[src/rtl/keypad_scanner_pkg.sv]
// Shared types and helpers for the 4x4 matrix keypad scanner.
package keypad_pkg;

  localparam int NUM_ROWS = 4;
  localparam int NUM_COLS = 4;
  localparam int NUM_KEYS = NUM_ROWS * NUM_COLS;

  typedef enum logic [1:0] {
    ST_IDLE,
    ST_PRESSED,
    ST_MULTI
  } state_t;

  typedef enum logic [1:0] {
    CL_NONE,
    CL_SINGLE,
    CL_MULTI
  } class_t;

  // Number of pressed keys in a snapshot.
  function automatic logic [4:0] popcount16(input logic [NUM_KEYS-1:0] v);
    logic [4:0] cnt;
    cnt = '0;
    for (int i = 0; i < NUM_KEYS; i++) begin
      cnt = cnt + 5'(v[i]);
    end
    return cnt;
  endfunction

  // Index of the lowest pressed key; only meaningful when exactly one bit is set.
  function automatic logic [3:0] first_one16(input logic [NUM_KEYS-1:0] v);
    logic [3:0] idx;
    idx = '0;
    for (int i = NUM_KEYS - 1; i >= 0; i--) begin
      if (v[i]) idx = 4'(i);
    end
    return idx;
  endfunction

  // Reduce a snapshot to none / one / several keys.
  function automatic class_t classify(input logic [NUM_KEYS-1:0] v);
    logic [4:0] cnt;
    cnt = popcount16(v);
    if (cnt == 5'd0)      return CL_NONE;
    else if (cnt == 5'd1) return CL_SINGLE;
    else                  return CL_MULTI;
  endfunction

endpackage

[src/rtl/keypad_scanner_if.sv]
// Keypad matrix pins plus the key-event bus towards the watch logic.
interface keypad_scanner_if;
  import keypad_pkg::*;

  logic [NUM_ROWS-1:0] row_out;
  logic [NUM_COLS-1:0] col_in;
  logic                key_valid;
  logic [3:0]          key_code;
  logic                key_held;
  logic                key_multi;

  // Scanner side: drives rows and events, senses columns.
  modport master (
    output row_out,
    output key_valid,
    output key_code,
    output key_held,
    output key_multi,
    input  col_in
  );

  // Keypad / consumer side.
  modport slave (
    input  row_out,
    input  key_valid,
    input  key_code,
    input  key_held,
    input  key_multi,
    output col_in
  );
endinterface

[src/rtl/keypad_scanner_row_scan.sv]
// Row strobing, column synchroniser and full-matrix snapshot assembly.
module keypad_row_scan
  import keypad_pkg::*;
#(
  parameter int SCAN_DIV = 6000
) (
  input  logic                clk,
  input  logic                rst_n,
  input  logic [NUM_COLS-1:0] i_col_in,
  output logic [NUM_ROWS-1:0] o_row_out,
  output logic                o_scan_done,
  output logic [NUM_KEYS-1:0] o_snap
);

  localparam int DIV_W = $clog2(SCAN_DIV);

  logic [DIV_W-1:0]    r_div_cnt;
  logic [1:0]          r_row_idx;
  logic [NUM_COLS-1:0] r_col_meta;
  logic [NUM_COLS-1:0] r_col_sync;
  logic [NUM_KEYS-1:0] r_snap;
  logic                r_scan_done;
  logic                w_sample;

  // Sample at the end of each row slot so the lines have settled and crossed the synchroniser.
  assign w_sample = (r_div_cnt == DIV_W'(SCAN_DIV - 1));

  // Two-flop synchroniser for the asynchronous, pulled-up column lines.
  always_ff @(posedge clk or negedge rst_n) begin
    if (!rst_n) begin
      r_col_meta <= '1;
      r_col_sync <= '1;
    end else begin
      r_col_meta <= i_col_in;
      r_col_sync <= r_col_meta;
    end
  end

  // Row slot timer and row index; the index wraps 3 -> 0 naturally.
  always_ff @(posedge clk or negedge rst_n) begin
    if (!rst_n) begin
      r_div_cnt <= '0;
      r_row_idx <= '0;
    end else if (w_sample) begin
      r_div_cnt <= '0;
      r_row_idx <= r_row_idx + 2'd1;
    end else begin
      r_div_cnt <= r_div_cnt + DIV_W'(1);
    end
  end

  // Capture the active row into the snapshot; flag completion after the last row.
  always_ff @(posedge clk or negedge rst_n) begin
    if (!rst_n) begin
      r_snap      <= '0;
      r_scan_done <= 1'b0;
    end else begin
      r_scan_done <= w_sample && (r_row_idx == 2'd3);
      if (w_sample) begin
        r_snap[{r_row_idx, 2'b00} +: NUM_COLS] <= ~r_col_sync;
      end
    end
  end

  assign o_row_out   = ~(4'b0001 << r_row_idx);
  assign o_scan_done = r_scan_done;
  assign o_snap      = r_snap;

endmodule

[src/rtl/keypad_scanner.sv]
// 4x4 keypad scanner: snapshot debounce, classification and key-event FSM.
module keypad_scanner
  import keypad_pkg::*;
#(
  parameter int SCAN_DIV       = 6000,
  parameter int DEBOUNCE_SCANS = 4
) (
  input  logic              clk,
  input  logic              rst_n,
  keypad_scanner_if.master  kp
);

  localparam int CNT_W = $clog2(DEBOUNCE_SCANS);

  logic [NUM_ROWS-1:0] w_row_out;
  logic                w_scan_done;
  logic [NUM_KEYS-1:0] w_snap;
  logic                w_same;
  logic                w_qual;
  class_t              w_class;
  logic [3:0]          w_code;

  logic [NUM_KEYS-1:0] r_prev_snap;
  logic [CNT_W-1:0]    r_stable_cnt;
  state_t              r_state;
  logic                r_key_valid;
  logic [3:0]          r_key_code;
  logic                r_key_held;
  logic                r_key_multi;

  keypad_row_scan #(
    .SCAN_DIV (SCAN_DIV)
  ) u_row_scan (
    .clk         (clk),
    .rst_n       (rst_n),
    .i_col_in    (kp.col_in),
    .o_row_out   (w_row_out),
    .o_scan_done (w_scan_done),
    .o_snap      (w_snap)
  );

  // Qualification fires only on the scan that makes the run exactly DEBOUNCE_SCANS long.
  assign w_same  = (w_snap == r_prev_snap);
  assign w_qual  = w_scan_done && w_same && (r_stable_cnt == CNT_W'(DEBOUNCE_SCANS - 2));
  assign w_class = classify(w_snap);
  assign w_code  = first_one16(w_snap);

  // Count consecutive identical snapshots, saturating so a long hold never re-qualifies.
  always_ff @(posedge clk or negedge rst_n) begin
    if (!rst_n) begin
      r_prev_snap  <= '0;
      r_stable_cnt <= '0;
    end else if (w_scan_done) begin
      if (w_same) begin
        if (r_stable_cnt != CNT_W'(DEBOUNCE_SCANS - 1)) begin
          r_stable_cnt <= r_stable_cnt + CNT_W'(1);
        end
      end else begin
        r_stable_cnt <= '0;
      end
      r_prev_snap <= w_snap;
    end
  end

  // Key-event FSM; leaving MULTI into a single key updates the code silently.
  always_ff @(posedge clk or negedge rst_n) begin
    if (!rst_n) begin
      r_state     <= ST_IDLE;
      r_key_valid <= 1'b0;
      r_key_code  <= '0;
      r_key_held  <= 1'b0;
      r_key_multi <= 1'b0;
    end else begin
      r_key_valid <= 1'b0;
      if (w_qual) begin
        case (r_state)
          ST_IDLE: begin
            case (w_class)
              CL_SINGLE: begin
                r_state     <= ST_PRESSED;
                r_key_code  <= w_code;
                r_key_valid <= 1'b1;
                r_key_held  <= 1'b1;
              end
              CL_MULTI: begin
                r_state     <= ST_MULTI;
                r_key_multi <= 1'b1;
              end
              default: ;
            endcase
          end
          ST_PRESSED: begin
            case (w_class)
              CL_NONE: begin
                r_state    <= ST_IDLE;
                r_key_held <= 1'b0;
              end
              CL_SINGLE: begin
                if (w_code != r_key_code) begin
                  r_key_code  <= w_code;
                  r_key_valid <= 1'b1;
                end
              end
              CL_MULTI: begin
                r_state     <= ST_MULTI;
                r_key_held  <= 1'b0;
                r_key_multi <= 1'b1;
              end
              default: ;
            endcase
          end
          ST_MULTI: begin
            case (w_class)
              CL_NONE: begin
                r_state     <= ST_IDLE;
                r_key_multi <= 1'b0;
              end
              CL_SINGLE: begin
                r_state     <= ST_PRESSED;
                r_key_code  <= w_code;
                r_key_held  <= 1'b1;
                r_key_multi <= 1'b0;
              end
              default: ;
            endcase
          end
          default: r_state <= ST_IDLE;
        endcase
      end
    end
  end

  assign kp.row_out   = w_row_out;
  assign kp.key_valid = r_key_valid;
  assign kp.key_code  = r_key_code;
  assign kp.key_held  = r_key_held;
  assign kp.key_multi = r_key_multi;

endmodule

[src/flat_wrapper.sv]
// flat-port wrapper written by rule: the top's interface ports become plain ports
module keypad_scanner_flat import keypad_pkg::*;
#(
  parameter int SCAN_DIV       = 6000,
  parameter int DEBOUNCE_SCANS = 4
)
  (clk, rst_n, kp_row_out, kp_key_valid, kp_key_code, kp_key_held, kp_key_multi, kp_col_in);
  keypad_scanner_if kp_i ();
  input  logic clk;
  input  logic rst_n;
  output wire logic [$bits(kp_i.row_out)-1:0] kp_row_out;
  output wire logic [$bits(kp_i.key_valid)-1:0] kp_key_valid;
  output wire logic [$bits(kp_i.key_code)-1:0] kp_key_code;
  output wire logic [$bits(kp_i.key_held)-1:0] kp_key_held;
  output wire logic [$bits(kp_i.key_multi)-1:0] kp_key_multi;
  input wire logic [$bits(kp_i.col_in)-1:0] kp_col_in;
  assign kp_row_out = kp_i.row_out;
  assign kp_key_valid = kp_i.key_valid;
  assign kp_key_code = kp_i.key_code;
  assign kp_key_held = kp_i.key_held;
  assign kp_key_multi = kp_i.key_multi;
  assign kp_i.col_in = kp_col_in;
  keypad_scanner #(.SCAN_DIV(SCAN_DIV), .DEBOUNCE_SCANS(DEBOUNCE_SCANS)) u_core (.clk(clk), .rst_n(rst_n), .kp(kp_i));
endmodule
[config.mk]
export PLATFORM = sky130hd
export DESIGN_NAME = keypad_scanner_flat
export DESIGN_NICKNAME = d
export VERILOG_FILES = /design/src/rtl/keypad_scanner_pkg.sv /design/src/rtl/keypad_scanner_if.sv /design/src/rtl/keypad_scanner_row_scan.sv /design/src/rtl/keypad_scanner.sv /design/src/flat_wrapper.sv
export SDC_FILE = /design/constraint.sdc
export NUM_CORES = 1
export LEC_CHECK = 0
export ABC_CLOCK_PERIOD_IN_PS = 14100
export CAP_MARGIN = 20
export CORE_AREA = 4 4 90 92
export CTS_CLUSTER_SIZE = 12
export DETAILED_ROUTE_END_ITERATION = 10
export DIE_AREA = 0 0 94 96
export PLACE_DENSITY_LB_ADDON = 0.1
export RECOVER_POWER = 50
export SLEW_MARGIN = 20
export SYNTH_ARGS = -nofsm -noshare
export SYNTH_HDL_FRONTEND = slang
export SYNTH_SLANG_ARGS = --single-unit
export TNS_END_PERCENT = 20
[constraint.sdc]
create_clock -name clk -period 14.1 [get_ports clk]
set_clock_uncertainty 0.15 [all_clocks]
set_input_delay 3.525 -clock clk [delete_from_list [all_inputs] [get_ports clk]]
set_output_delay 3.525 -clock clk [all_outputs]
set_load 0.05 [all_outputs]
==> flow_summary_export.csv <==
group,metric,value,unit
outcome,outcome,"complete, but fails checks",
outcome,violations,"capacitance limit, slew limit",
routing,drt_iter0_drc,120,
grt,grt_pass1_vias,2331,
cells_and_area,regArea,0.00169,mm^2
sta,period_share,47.3,%
sta,period_minus_slack,6670,ps
setup_path,path_class,"in2async",
floorplan,initial_core_util,48.9,%
pwr,power_leakage,1.77,nW
flow_run,maxCapViolCount,1,
logic_synthesis,synth-seq-area-share,47.8,%
sta,setup_tns,0,ps
cells_and_area,drive_gt1_share,14.3,%
logic_synthesis,synth_edf_count,0,
clock_tree,path_clk_slew,70,ps
logic_synthesis,yosysWarnings,0,
setup_path,worstPathCellList,"buf_2 -> clkbuf_1",
floorplan,die_h,96,um
floorplan,die_area,0.00902,mm^2
clock_tree,cts_made_buffers,9,
setup_path,worstPathArrival,6150,ps
grt,met3_usage,2.58,%
placement,port_buffers,16,
logic_synthesis,synth_top_cell_by_area,"dfrtp_1",
pwr,p_per_area,89.8,mW/mm^2
clock_tree,ctsHoldBuffers,0,
logic_synthesis,synthFlopType,"dfrtp_1",
logic_synthesis,postSynthCellCount,323,
routing,drc,0,
pwr,ir_drop,0.0529,mV
routing,routed_via_density,5.18,
floorplan,core-area,0.00721,mm^2
clock_tree,root_buffer,"clkbuf_8",
clock_tree,max-clock-path-buffers,2,
setup_path,required,13580,ps
setup_path,path_buf_inv,2,
routing,drt_wl_total,6570,um
grt,grt_pass1_wl,11500,um
clock_tree,clock_sinks,67,
setup_path,max_stage_delay,2490,ps
sta,final_max_slew_viol_count,68,
routing,wl_per_cell,14.6,um
cells_and_area,fillers,690,
logic_synthesis,ys_ff_latch,67,
cells_and_area,mostFrequentLayoutCell,"dfrtp_1",
logic_synthesis,synth_cell_types,46,
cells_and_area,fin_area,0.00394,mm^2
setup_path,cp-start-kind,"input port",
sta,fin_ws,7430,ps
clock_tree,cts_resized,0,
grt,grt_util_met1,23.1,%
setup_path,endpoint_kind,"asynchronous set/reset pin",
grt,grt_start_max_net_pins,68,
logic_synthesis,syn_avg_cell_area,10.9,um^2
clock_tree,tritoncts,"built",
grt,top_usage_layer,"met2",
cells_and_area,nets,374,
routing,route.vias.total,2325,
setup_path,reg2reg_slack,8600,ps
grt,track_usage,16.6,%
sta,finalHoldViolations,0,
floorplan,chipWidth,94,um
placement,dpl_cell_area,0.00378,mm^2
sta,clock.fmax,150,MHz
logic_synthesis,synth_area_leaders,"dfrtp_1 42%, dfstp_2 6.0%, fa_1 5.7%",
cells_and_area,mostFrequentLayoutCells,"59 x dfrtp_1, 34 x nand2_1, 32 x inv_1, 27 x nor2_1, 21 x xnor2_1",
clock_tree,cts_setup_buffers,0,
placement,dpl.hpwl,4660,um
placement,dp_slack,8600,ps
clock_tree,clk_latency,340,ps
logic_synthesis,synth_fp_nets,352,
cells_and_area,multi_input_area,0.00166,mm^2
sta,worst_pin_slew,3580,ps
floorplan,placementRows,31,
cells_and_area,diodes,0,
sta,setup_violations,0,
clock_tree,h-tree-depth,3,
grt,global_route.usage.met2,25.8,%
grt,gr-total-overflow,0,
logic_synthesis,netlist.area_leader.share,41.8,%
logic_synthesis,async_flop_share,100,%
setup_path,critical_path.top_delay_family,"buffers and inverters",
sta,slew_headroom,-138,%
grt,antenna_found_initial,0,
placement,gp_congestion,0.756,
routing,firstDrtPassIters,4,
floorplan,num_io_pins,17,
hold_path,hold_class,"reg2reg",
routing,ant_nets,0,
setup_path,crit_fanout,67,
sta,rsz0062_at_grt,"no",
setup_path,crit_slowest_cell,"clkbuf_1",
cells_and_area,area_growth,11.7,%
logic_synthesis,synth_area,0.00353,mm^2
sta,holdWs,206,ps
==> final timing paths <==
kind,startpoint,endpoint,cells after the start
worst min register to register,u_core.u_row_scan.r_col_meta[3],u_core.u_row_scan.r_col_sync[3],0
worst max register to register,u_core.u_row_scan.o_snap[0],u_core.kp.key_code[3],17
max in group clk,u_core.u_row_scan.r_row_idx[0],kp_row_out[0],4
min in group asynchronous,rst_n,u_core.kp.key_held,2
worst min-delay path,u_core.u_row_scan.r_col_meta[3],u_core.u_row_scan.r_col_sync[3],0
worst max-delay path,rst_n,u_core.u_row_scan.r_row_idx[0],2
==> layer usage <==
metal | share of wire (%) | vias up
li1 | - | 1142
met3 | 2.6 | 9
met2 | 45 | 28
met5 | 0 | -
met1 | 50 | 1146
met4 | 1.6 | 0
==> where the power goes <==
part | internal, W | leakage, nW | total (W) | switching, W
Clock | 0.0000812 | 0.0971 | 0.000154 | 0.0000727
Combinational | 0.000000871 | 0.781 | 0.00000463 | 0.00000376
Sequential | 0.000194 | 0.894 | 0.000195 | 0.000000942
Total | 0.000276 | 1.77 | 0.000354 | 0.0000774
==> registers in the layout, indices dropped and copies added, names as in the netlist <==
signal	flops
u_core.r_state	2
u_core.kp.key_held	1
u_core.u_row_scan.o_snap	16
u_core.r_prev_snap	16
u_core.kp.key_code	4
u_core.kp.key_multi	1
u_core.kp.key_valid	1
u_core.u_row_scan.r_row_idx	2
u_core.r_stable_cnt	2
u_core.u_row_scan.o_scan_done	1
u_core.u_row_scan.r_col_meta	4
u_core.u_row_scan.r_col_sync	4
u_core.u_row_scan.r_div_cnt	13
==> cell families after synthesis <==
family | count (synthesis) | share of synthesized area (%)
compound gates | 46 | 9.01
xor+xnor | 30 | 7.87
fa+ha+maj | 23 | 10.3
buf+inv | 39 | 4.47
flops | 67 | 47.8
mux | 18 | 5.85
simple gates | 100 | 14.7
==> synthesized netlist by cell type, drive strengths merged (3+ instances only) <==
library cell	number
ha	13
nand3	9
clkbuf	4
nand2b	3
inv	32
nand2	34
dfrtp	59
dfstp	8
nand4	5
nor4	5
nor2	27
nor3	4
fa	10
o21ai	7
xnor2	23
or4	4
o31ai	18
xor2	7
a21oi	9
mux2	18
buf	3
==> area by class of cell <==
cell class                 instances  area share, %
sequential                        67           42.8
multi-input combinational        217           42.2
timing repair buffer              18           4.13
clock buffer                      11           3.33
tap                               99           3.14
inverter                          32           3.05
clock inverter                     5           1.37
==> stage by stage <==
step,total power [W],util (%),cells
2_1_floorplan,0.000198,-,323
3_3_place_gp,0.000204,52.5,433
3_5_place_dp,0.000204,52.5,433
4_1_cts,0.000360,55.0,449
5_1_grt,0.000367,54.6,449
6_report,0.000354,54.6,449
(Power assumes the default switching activity.)
